$ cat src/rtl/multicycle_cpu_if.sv
// multicycle_cpu_if
//   Unified instruction/data memory bus with a req/ready handshake.
//   An access completes in any cycle where mem_req & mem_ready are both high;
//   the master holds mem_addr/mem_we/mem_wdata stable until then.
//   Signals:
//     mem_req   master->slave  access request
//     mem_we    master->slave  1 = store, 0 = load/fetch
//     mem_addr  master->slave  byte address (word aligned), ADDR_W bits
//     mem_wdata master->slave  store data
//     mem_rdata slave->master  read data, valid while mem_ready is high
//     mem_ready slave->master  access completes this cycle
interface multicycle_cpu_if #(
  parameter int ADDR_W = 16
) ();
  logic              mem_req;
  logic              mem_we;
  logic [ADDR_W-1:0] mem_addr;
  logic [31:0]       mem_wdata;
  logic [31:0]       mem_rdata;
  logic              mem_ready;

  modport master (
    output mem_req, mem_we, mem_addr, mem_wdata,
    input  mem_rdata, mem_ready
  );

  modport slave (
    input  mem_req, mem_we, mem_addr, mem_wdata,
    output mem_rdata, mem_ready
  );
endinterface

$ cat src/rtl/multicycle_cpu.sv
// multicycle_cpu
//   Multi-cycle MIPS-subset core (add/sub/and/or/slt, lw, sw, beq, bne, addi, j).
//   A single FSM sequences one shared ALU and one unified memory port, so
//   memories with any number of wait states can be attached.
//   Ports:
//     clk     clock, all state updates on the rising edge
//     reset   synchronous, active-high
//     mem     memory bus (master side of multicycle_cpu_if)
//     retire  one-cycle pulse per completed instruction
//     pc_dbg  address of the instruction held in IR
//     trap    sticky: illegal opcode/funct or misaligned lw/sw; cleared only by reset
module multicycle_cpu #(
  parameter int          ADDR_W   = 16,
  parameter logic [31:0] RESET_PC = 32'h0000_0000,
  parameter bit          REGS_CLR = 1'b1
) (
  input  logic             clk,
  input  logic             reset,
  multicycle_cpu_if.master mem,
  output logic             retire,
  output logic [31:0]      pc_dbg,
  output logic             trap
);

  typedef enum logic [2:0] {FETCH, DECODE, EXEC, MEM, WB_R, WB_I, WB_L, TRAP} state_t;
  typedef enum logic [2:0] {ALU_ADD, ALU_SUB, ALU_AND, ALU_OR, ALU_SLT} alu_op_t;

  localparam logic [5:0] OP_RTYPE = 6'h00;
  localparam logic [5:0] OP_J     = 6'h02;
  localparam logic [5:0] OP_BEQ   = 6'h04;
  localparam logic [5:0] OP_BNE   = 6'h05;
  localparam logic [5:0] OP_ADDI  = 6'h08;
  localparam logic [5:0] OP_LW    = 6'h23;
  localparam logic [5:0] OP_SW    = 6'h2B;
  localparam logic [5:0] FN_ADD   = 6'h20;
  localparam logic [5:0] FN_SUB   = 6'h22;
  localparam logic [5:0] FN_AND   = 6'h24;
  localparam logic [5:0] FN_OR    = 6'h25;
  localparam logic [5:0] FN_SLT   = 6'h2A;

  state_t      state, stateNext;
  logic [31:0] pcReg, pcDbgReg, irReg, aReg, bReg, aluOutReg, mdrReg;
  logic [31:0] regFile [32];

  // Instruction fields
  logic [5:0]  opcode, funct;
  logic [4:0]  rs, rt, rd;
  logic [31:0] immExt;
  assign opcode = irReg[31:26];
  assign rs     = irReg[25:21];
  assign rt     = irReg[20:16];
  assign rd     = irReg[15:11];
  assign funct  = irReg[5:0];
  assign immExt = {{16{irReg[15]}}, irReg[15:0]};

  logic isRType, isJump, isBranch, isAddi, isLw, isSw, isLegal, misaligned;
  assign isRType    = (opcode == OP_RTYPE);
  assign isJump     = (opcode == OP_J);
  assign isBranch   = (opcode == OP_BEQ) || (opcode == OP_BNE);
  assign isAddi     = (opcode == OP_ADDI);
  assign isLw       = (opcode == OP_LW);
  assign isSw       = (opcode == OP_SW);
  assign isLegal    = (isRType && (funct inside {FN_ADD, FN_SUB, FN_AND, FN_OR, FN_SLT}))
                   || isJump || isBranch || isAddi || isLw || isSw;
  assign misaligned = |aluOutReg[1:0];

  // Register file reads; R0 is forced to zero so it needs no reset
  logic [31:0] rsVal, rtVal;
  assign rsVal = (rs == 5'd0) ? 32'd0 : regFile[rs];
  assign rtVal = (rt == 5'd0) ? 32'd0 : regFile[rt];

  // Shared ALU: pc+4 in FETCH, branch target in DECODE, execute op in EXEC
  logic [31:0] aluA, aluB, aluY;
  alu_op_t     aluOp;
  logic        aluZero;

  always_comb begin
    aluA  = pcReg;
    aluB  = 32'd4;
    aluOp = ALU_ADD;
    case (state)
      DECODE: aluB = {immExt[29:0], 2'b00};
      EXEC: begin
        aluA = aReg;
        if (isRType) begin
          aluB = bReg;
          case (funct)
            FN_SUB:  aluOp = ALU_SUB;
            FN_AND:  aluOp = ALU_AND;
            FN_OR:   aluOp = ALU_OR;
            FN_SLT:  aluOp = ALU_SLT;
            default: aluOp = ALU_ADD;
          endcase
        end else if (isBranch) begin
          // equality is taken from the zero flag of A-B
          aluB  = bReg;
          aluOp = ALU_SUB;
        end else begin
          aluB = immExt;
        end
      end
      default: ;
    endcase
  end

  always_comb begin
    case (aluOp)
      ALU_SUB: aluY = aluA - aluB;
      ALU_AND: aluY = aluA & aluB;
      ALU_OR:  aluY = aluA | aluB;
      ALU_SLT: aluY = {31'd0, $signed(aluA) < $signed(aluB)};
      default: aluY = aluA + aluB;
    endcase
  end
  assign aluZero = (aluY == 32'd0);

  // FSM: state register
  always_ff @(posedge clk) begin
    if (reset) state <= FETCH;
    else       state <= stateNext;
  end

  // FSM: next state
  always_comb begin
    stateNext = state;
    case (state)
      FETCH:  if (mem.mem_ready) stateNext = DECODE;
      DECODE: begin
        if (!isLegal)    stateNext = TRAP;
        else if (isJump) stateNext = FETCH;
        else             stateNext = EXEC;
      end
      EXEC: begin
        if (isRType)      stateNext = WB_R;
        else if (isAddi)  stateNext = WB_I;
        else if (isBranch) stateNext = FETCH;
        else              stateNext = MEM;
      end
      MEM: begin
        if (misaligned)          stateNext = TRAP;
        else if (mem.mem_ready)  stateNext = isSw ? FETCH : WB_L;
      end
      WB_R, WB_I, WB_L: stateNext = FETCH;
      TRAP:   stateNext = TRAP;
      default: stateNext = FETCH;
    endcase
  end

  // FSM: outputs
  logic              memReq, memWe, retireInt, regWrite;
  logic [ADDR_W-1:0] memAddr;
  logic [4:0]        regDest;
  logic [31:0]       regData;

  always_comb begin
    memReq    = 1'b0;
    memWe     = 1'b0;
    memAddr   = pcReg[ADDR_W-1:0];
    retireInt = 1'b0;
    regWrite  = 1'b0;
    regDest   = rt;
    regData   = aluOutReg;
    case (state)
      FETCH:  memReq = 1'b1;
      DECODE: retireInt = isJump;
      EXEC:   retireInt = isBranch;
      MEM: begin
        // a misaligned address never reaches the bus
        memAddr   = aluOutReg[ADDR_W-1:0];
        memReq    = !misaligned;
        memWe     = isSw && !misaligned;
        retireInt = isSw && !misaligned && mem.mem_ready;
      end
      WB_R: begin
        regWrite  = 1'b1;
        regDest   = rd;
        retireInt = 1'b1;
      end
      WB_I: begin
        regWrite  = 1'b1;
        retireInt = 1'b1;
      end
      WB_L: begin
        regWrite  = 1'b1;
        regData   = mdrReg;
        retireInt = 1'b1;
      end
      default: ;
    endcase
    // reset kills any in-flight access in the very cycle it is sampled
    if (reset) begin
      memReq    = 1'b0;
      memWe     = 1'b0;
      retireInt = 1'b0;
      regWrite  = 1'b0;
    end
  end

  assign mem.mem_req   = memReq;
  assign mem.mem_we    = memWe;
  assign mem.mem_addr  = memAddr;
  assign mem.mem_wdata = bReg;
  assign retire        = retireInt;
  assign pc_dbg        = pcDbgReg;
  assign trap          = (state == TRAP) && !reset;

  // Datapath registers
  always_ff @(posedge clk) begin
    if (reset) begin
      pcReg     <= RESET_PC;
      pcDbgReg  <= RESET_PC;
      irReg     <= 32'd0;
      aReg      <= 32'd0;
      bReg      <= 32'd0;
      aluOutReg <= 32'd0;
      mdrReg    <= 32'd0;
    end else begin
      case (state)
        FETCH: if (mem.mem_ready) begin
          irReg    <= mem.mem_rdata;
          pcDbgReg <= pcReg;
          pcReg    <= aluY;
        end
        DECODE: begin
          aReg      <= rsVal;
          bReg      <= rtVal;
          aluOutReg <= aluY;
          if (isJump) pcReg <= {pcReg[31:28], irReg[25:0], 2'b00};
        end
        EXEC: begin
          if (isBranch) begin
            // ALUOut holds the target computed in DECODE
            if (aluZero ^ (opcode == OP_BNE)) pcReg <= aluOutReg;
          end else begin
            aluOutReg <= aluY;
          end
        end
        MEM: if (mem.mem_ready && isLw && !misaligned) mdrReg <= mem.mem_rdata;
        default: ;
      endcase
    end
  end

  // Register file: writes to R0 are dropped
  always_ff @(posedge clk) begin
    if (reset && REGS_CLR) begin
      for (int i = 0; i < 32; i++) regFile[i] <= 32'd0;
    end else if (regWrite && (regDest != 5'd0)) begin
      regFile[regDest] <= regData;
    end
  end

endmodule

$ cat src/flat_wrapper.sv
// flat-port wrapper written by rule: the top's interface ports become plain ports
module multicycle_cpu_flat 
#(
  parameter int          ADDR_W   = 16,
  parameter logic [31:0] RESET_PC = 32'h0000_0000,
  parameter bit          REGS_CLR = 1'b1
)
  (clk, reset, retire, pc_dbg, trap, mem_mem_req, mem_mem_we, mem_mem_addr, mem_mem_wdata, mem_mem_rdata, mem_mem_ready);
  multicycle_cpu_if #(.ADDR_W(ADDR_W)) mem_i ();
  input  logic clk;
  input  logic reset;
  output logic retire;
  output logic [31:0] pc_dbg;
  output logic trap;
  output wire logic [$bits(mem_i.mem_req)-1:0] mem_mem_req;
  output wire logic [$bits(mem_i.mem_we)-1:0] mem_mem_we;
  output wire logic [$bits(mem_i.mem_addr)-1:0] mem_mem_addr;
  output wire logic [$bits(mem_i.mem_wdata)-1:0] mem_mem_wdata;
  input wire logic [$bits(mem_i.mem_rdata)-1:0] mem_mem_rdata;
  input wire logic [$bits(mem_i.mem_ready)-1:0] mem_mem_ready;
  assign mem_mem_req = mem_i.mem_req;
  assign mem_mem_we = mem_i.mem_we;
  assign mem_mem_addr = mem_i.mem_addr;
  assign mem_mem_wdata = mem_i.mem_wdata;
  assign mem_i.mem_rdata = mem_mem_rdata;
  assign mem_i.mem_ready = mem_mem_ready;
  multicycle_cpu #(.ADDR_W(ADDR_W), .RESET_PC(RESET_PC), .REGS_CLR(REGS_CLR)) u_core (.clk(clk), .reset(reset), .mem(mem_i), .retire(retire), .pc_dbg(pc_dbg), .trap(trap));
endmodule
$ cat config.mk
export PLATFORM = sky130hd
export DESIGN_NAME = multicycle_cpu_flat
export DESIGN_NICKNAME = d
export VERILOG_FILES = /design/src/rtl/multicycle_cpu_if.sv /design/src/rtl/multicycle_cpu.sv /design/src/flat_wrapper.sv
export SDC_FILE = /design/constraint.sdc
export NUM_CORES = 2
export LEC_CHECK = 0
export ABC_CLOCK_PERIOD_IN_PS = 16100
export CORE_MARGIN = 2
export CORE_UTILIZATION = 30
export CTS_BUF_LIST = sky130_fd_sc_hd__clkbuf_4 sky130_fd_sc_hd__clkbuf_8 sky130_fd_sc_hd__clkbuf_16
export CTS_CLUSTER_DIAMETER = 120
export CTS_CLUSTER_SIZE = 30
export DETAILED_ROUTE_END_ITERATION = 16
export GPL_TIMING_DRIVEN = 0
export SKIP_LAST_GASP = 1
export SYNTH_ARGS = -nofsm -noshare
export SYNTH_HDL_FRONTEND = slang
export SYNTH_SLANG_ARGS = --single-unit
$ cat constraint.sdc
create_clock -name clk -period 16.1 [get_ports clk]
set_input_delay 1.61 -clock clk [delete_from_list [all_inputs] [get_ports clk]]
set_output_delay 1.61 -clock clk [all_outputs]
set_load 0.005 [all_outputs]
Yosys cells after proc, flatten, opt, wreduce, memory -nomap -nowiden. Memories as Yosys holds them, arrays and structs flattened. A register that Yosys moved wholly into a read port is not among the register bits. Index checks and enable logic that the tools add are counted.

Bits in writable memories: 1024. Output and inout port bits: 84. Register bits: 227. Logic and storage cells: 130. Input port bits: 35. Memories: 1.

Memories: u_core.regFile (depth 32, width 32, rd ports 2, clocked after Yosys merged registers in 2, wr ports 32, line multicycle_cpu.sv:43) `logic [31:0] regFile [32];`.

Bitwise logic cells: 4. Reductions and logical operators: 34. Magnitude comparators: 1. Eq/ne operators: 28. Multiplexer cells: 51. Add/subtract/negate cells: 2.

Operators by type and width (count): $mux W32 (11); $pmux W32 S2 (2); $pmux W32 S4 (1); $pmux W32 S3 (1); $eq A6 B6 Y1 const B (7); $add A32 B32 Y32 (1); $and A32 B32 Y32 (1); $logic_not A32 Y1 (1); $lt A32 B32 Y1 (1); $or A32 B32 Y32 (1); $reduce_or A32 Y1 (1); $sub A32 B32 Y32 (1); $mux W5 (6); $mux W28 (1); $mux W3 (9); $pmux W3 S6 (1); $mux W16 (1); $eq A3 B3 Y1 const B (5); $mux W1 (13); $eq A3 B2 Y1 const B (4); $eq A6 B3 Y1 const B (2); $pmux W3 S4 (1); $logic_not A5 Y1 (2); $reduce_and A5 Y1 (2); other kinds (22) (44).

Logic depth before layout (Yosys ltp).
Depth after elaboration: 12. Mapped depth: 26. Depth with buffers taken out: 22.

Worst setup path after synthesis. Ideal clock, no wire load.

Kind: register to register. Start point: reg u_core.state[1]. End point: reg u_core.pcReg[20]. Buffers on the path: 4. Clock period less this slack: 5539 ps. Setup time: 116 ps. Stages on the path, launching flop included: 25. Arrival time: 5423 ps. Setup slack: 10561 ps. Data required time: 15984 ps. Cell sequence: dfxtp_1 > buf_2 > nor3b_1 > buf_2 > nand2_1 > a21oi_1 > clkbuf_1 > a22o_1 > ha_1 > inv_1 > fa_1 > nor2b_1 > o2111ai_1 > a2111oi_0 > nor3_1 > a21oi_1 > o21ai_0 > and4_1 > nor4_1 > and4_1 > nand4_1 > mux2i_4 > buf_4 > o21a_1 > a31o_2.

Word-level cells in the longest chain between the ends: 8. Elaborated cells between the ends (all ways): 26. Those cells by class: 2 x add/sub; 1 x order compare; 10 x eq/ne; 6 x mux; 3 x bitwise; 4 x reduce/logical.

RTL lines: start: declaration (line multicycle_cpu.sv:41) `state_t state, stateNext;`; start signal: assignment (line multicycle_cpu.sv:120) `else state <= stateNext;`; $eq A3 B2 Y1 / $eq A3 B1 Y1 (equally long branches) (line multicycle_cpu.sv:81, multicycle_cpu.sv:218); $pmux W32 S2, or another cell as far along (line multicycle_cpu.sv:81) `case (state)`; $add A32 B32 Y32, or another cell as far along (line multicycle_cpu.sv:112) `default: aluY = aluA + aluB;`; $pmux W32 S4 (line multicycle_cpu.sv:107) `case (aluOp)`; $logic_not A32 Y1 (line multicycle_cpu.sv:115) `assign aluZero = (aluY == 32'd0);`; $xor A1 B1 Y1 (line multicycle_cpu.sv:233) `if (aluZero ^ (opcode == OP_BNE)) pcReg <= aluOutReg;`; $ne A2 B1 Y1 (no line); $reduce_and A5 Y1 (no line); end signal: assignment (line multicycle_cpu.sv:222) `pcReg <= aluY;`; end signal: assignment (line multicycle_cpu.sv:228) `if (isJump) pcReg <= {pcReg[31:28], irReg[25:0], 2'b00};`; end signal: assignment (line multicycle_cpu.sv:233); end: declaration (line multicycle_cpu.sv:42) `logic [31:0] pcReg, pcDbgReg, irReg, aReg, bReg, aluOutReg, mdrReg;`.

Parallel ways exist; a longest one is shown, timed or not. The select of a mux whose other input is x is not followed. A chain may end at the register's enable or synchronous reset.

Worst setup path in the final report.
Start point: reg u_core.state[1]. End point: reg u_core.pcReg[5].

Same word-level chain as after synthesis.

==> key figures <==
Clocking
  • Clock-pin slew on the worst setup and hold paths: 0.11 ns
  • Number of setup buffers added after CTS: 0
  • CTS Buffer Depth: 3
  • PostCTS Resize Cnt: 0
  • CTS Hold Bufs: 0
  • Clock Sinks: 1,261
  • Clk Latency, worst-skew pair: 0.70 ns
  • CTS tree: done
  • H-Tree Depth: 2
  • TritonCTS Buffers: 50
  • Root buf cell: clkbuf_16

Floorplanning
  • Die Y: 476 um
  • Die area: 227,000 um^2
  • Effective utilization at floorplan: 30.1%
  • Die Span X: 476 um
  • CORE AREA: 222,000 um^2
  • FP Rows: 173
  • I/O pins: 119

Timing
  • Post-Route Setup TNS: 0 ns
  • Slew Limit Fails: 8
  • FMAX: 106 MHz
  • RSZ-0062 raised after global routing: false
  • Rel. slew slack: -6.80%
  • Min cycle time layout: 9.41 ns
  • Final Hold Vio Count: 0
  • Slew @ Worst Pin: 1.59 ns
  • Final setup vio count: 0
  • Setup Skew: 0.0467 ns
  • Period utilization: 58.4%
  • Min Hold Slack: 0.464 ns

Logic synthesis
  • Synthesized instance count: 5,370
  • Mapped Avg Cell Area: 12.5 um^2
  • Synth unique cells: 84
  • Ranking of synthesized cells by area: edfxtp_1, mux4_2, nor2_1
  • Yosys warns: 0
  • Largest area contributor in the netlist: edfxtp_1
  • Top_reg_cell synth: edfxtp_1
  • Mapped cell area: 66,900 um^2
  • Post-synth top area share: 46.0%
  • Post-synth EDFFs: 1,024
  • Post-synth ARST share: 0%
  • Register area share after synthesis: 53.1%
  • Yosys reg bits: 1,261

Critical path
  • Reg2reg path depth: 24
  • Worst Setup Path Type: flip-flop to flip-flop
  • Data required, critical path: 16.69 ns
  • Worst setup EP type: flip-flop
  • Largest fanout on the critical path: 10
  • CP Launch Type: flip-flop
  • CP arrival: 10.00 ns

Routing
  • Vias per cell: 5.55
  • Total wire length: 242 mm
  • Routed via count: 47.6k
  • Residual DRC count: 0
  • ANT nets after route: 0
  • Drt wl/cell: 28.2 um
  • Pre-antenna DRT Iters: 6
  • Initial DRC Count: 7,007

Final layout
  • Most frequent cells in the layout: nor2_1, edfxtp_1, mux4_2
  • Area growth from synthesis to layout: 10.1%
  • Commonest non-fill, non-tap cell in the layout: nor2_1
  • Final net count: 5,715
  • Layout cells sized above 1: 14.4%
  • FILL cells: 22.0k

Global route
  • GR Util All Layers: 20.6%
  • Remaining Overflow, GRT: 0
  • Vias in the first global route: 46.3k
  • Largest net degree at the start of global routing: 33
  • Busiest layer in global routing: met2
  • First-pass GRT wire length: 339 mm
  • GRT met3 Usage: 2.98%
  • Met2 usage: 34.6%
  • Met1 Use GR: 27.5%
  • Initial antenna violation count: 6

Pwr
  • Maximum VDD drop: 0.0907 mV
  • Static Leak: 23.2 nW
  • Pwr Density: 137 nW/um^2

Place
  • Port Buf Inserts: 117
  • Routability cong.: 1.03
  • HPWL reported at the end of detailed placement: 198 mm

Job
  • Max-Cap Viols: 2

Worst hold path
  • Hold Crit Class: flip-flop to flip-flop
  • Hold Path Depth: 2

Status
  • Failing checks: max-capacitance violations, max-slew violations
  • Outcome: complete, but fails checks
registers in the layout, indices dropped and copies added, names as in the netlist, named ones only:
name,count
u_core.aReg,32
u_core.aluOutReg,32
u_core.irReg,32
u_core.mdrReg,32
u_core.mem.mem_wdata,32
u_core.pcReg,32
u_core.pc_dbg,32
u_core.regFile,1024
u_core.state,3
final cells by class:
type / count / area (um^2) / area share [%]
Buffer: 500 / 1910 / 2.60
Timing Repair Buffer: 129 / 1360 / 1.84
Tap cell: 2975 / 3720 / 5.06
Sequential cell: 1261 / 35500 / 48.2
Antenna cell: 2 / 5.00 / 0.00680
Inverter: 101 / 379 / 0.515
Multi-Input combinational cell: 3539 / 29300 / 39.8
Clock buffer: 62 / 1340 / 1.82
Clock inverter: 8 / 133 / 0.180
cell families (layout without fill, tap and decap cells):
kind of cell | after synthesis | in the layout | share of synthesized area (%)
AND/OR/NAND/NOR | 2003 | 2003 | 12.1
other | 1 | 34 | 0.00561
AO/OA/AOI/OAI | 651 | 651 | 6.23
buffers and inverters | 601 | 800 | 3.42
adder cells (fa/ha/maj) | 98 | 98 | 1.86
XOR/XNOR | 10 | 10 | 0.131
flip-flops | 1261 | 1261 | 53.1
multiplexers | 745 | 745 | 23.1
synthesized netlist by cell type (8+ instances only):
library cell / n
nor3_1: 76
buf_1: 62
nand2b_1: 14
o31a_1: 16
nor2_1: 1270
o221ai_1: 8
a221oi_1: 18
o31ai_1: 11
mux2i_1: 102
buf_2: 21
o211ai_1: 13
nand4_1: 17
a21oi_1: 275
dfxtp_1: 237
clkbuf_1: 415
or3_1: 12
nor2b_1: 25
ha_1: 96
o22ai_1: 8
mux4_2: 640
a31oi_1: 17
o21ai_1: 8
xnor2_1: 9
nor4_1: 15
a211oi_1: 37
o21ai_0: 80
a221o_1: 19
a22oi_1: 14
inv_1: 99
and2_1: 26
edfxtp_1: 1024
nand2_1: 484
o21a_1: 41
nand3_1: 21
nor3b_1: 9
a21o_1: 24
power by group:
part           switching [mW]  internal [mW]  leakage, nW
clock                    1.06          0.613        0.732
combinational            2.97           1.45         9.99
sequential              0.251           3.73         12.5
total                    4.28           5.80         23.2
metrics by stage:
step	worst slack, ns	cell area (um^2)	cells	power, mW	utilization [%]
6_report	6.69	73600	8577	10.1	33.2
3_3_place_gp	6.85	71900	8493	8.31	32.4
2_1_floorplan	10.56	67000	5401	6.53	-
5_1_grt	6.48	73600	8576	10.4	33.2
4_1_cts	6.88	73600	8571	9.98	33.2
3_5_place_dp	7.00	72100	8501	8.35	32.5
layer usage:
layer | routed length (um) | part of all wire [%] | up-vias
met1 | 94400 | 39 | 24300
met5 | 42 | 0.017 | -
met4 | 8830 | 3.7 | 6
met2 | 116000 | 48 | 2634
met3 | 22600 | 9.3 | 306
li1 | - | - | 20300
path summary, 6_finish.rpt:
| kind | startpoint | end | slack [ns] |
|---|---|---|---|
| worst max-delay path | u_core.state[1] | u_core.pcReg[5] | 6.69 |
| worst max register to register | u_core.state[1] | u_core.pcReg[5] | 6.69 |
| worst min-delay path | u_core.pc_dbg[21] | u_core.pc_dbg[21] | 0.46 |
| worst min register to register | u_core.pc_dbg[21] | u_core.pc_dbg[21] | 0.46 |
critical path, cell delays in order (launching register included):
cell and delay, ns:
dfxtp_1 0.33, buf_2 0.17, nor3b_1 0.66, buf_2 0.42, clkbuf_1 0.62, clkbuf_1 0.62, buf_1 0.59, nand2_1 0.26
nand2_1 0.39, ha_1 0.31, buf_2 0.18, a21o_1 0.21, a211oi_1 0.43, o211ai_1 0.31, nor4_1 0.66, o31ai_1 0.31
nor4b_1 0.22, a211oi_1 0.30, mux2_2 0.37, a22oi_1 0.43, nand4_1 0.37, mux2i_4 0.35, buf_2 0.27, o21a_1 0.21
nor3_1 0.25
Power figures use the tool's default switching activity.
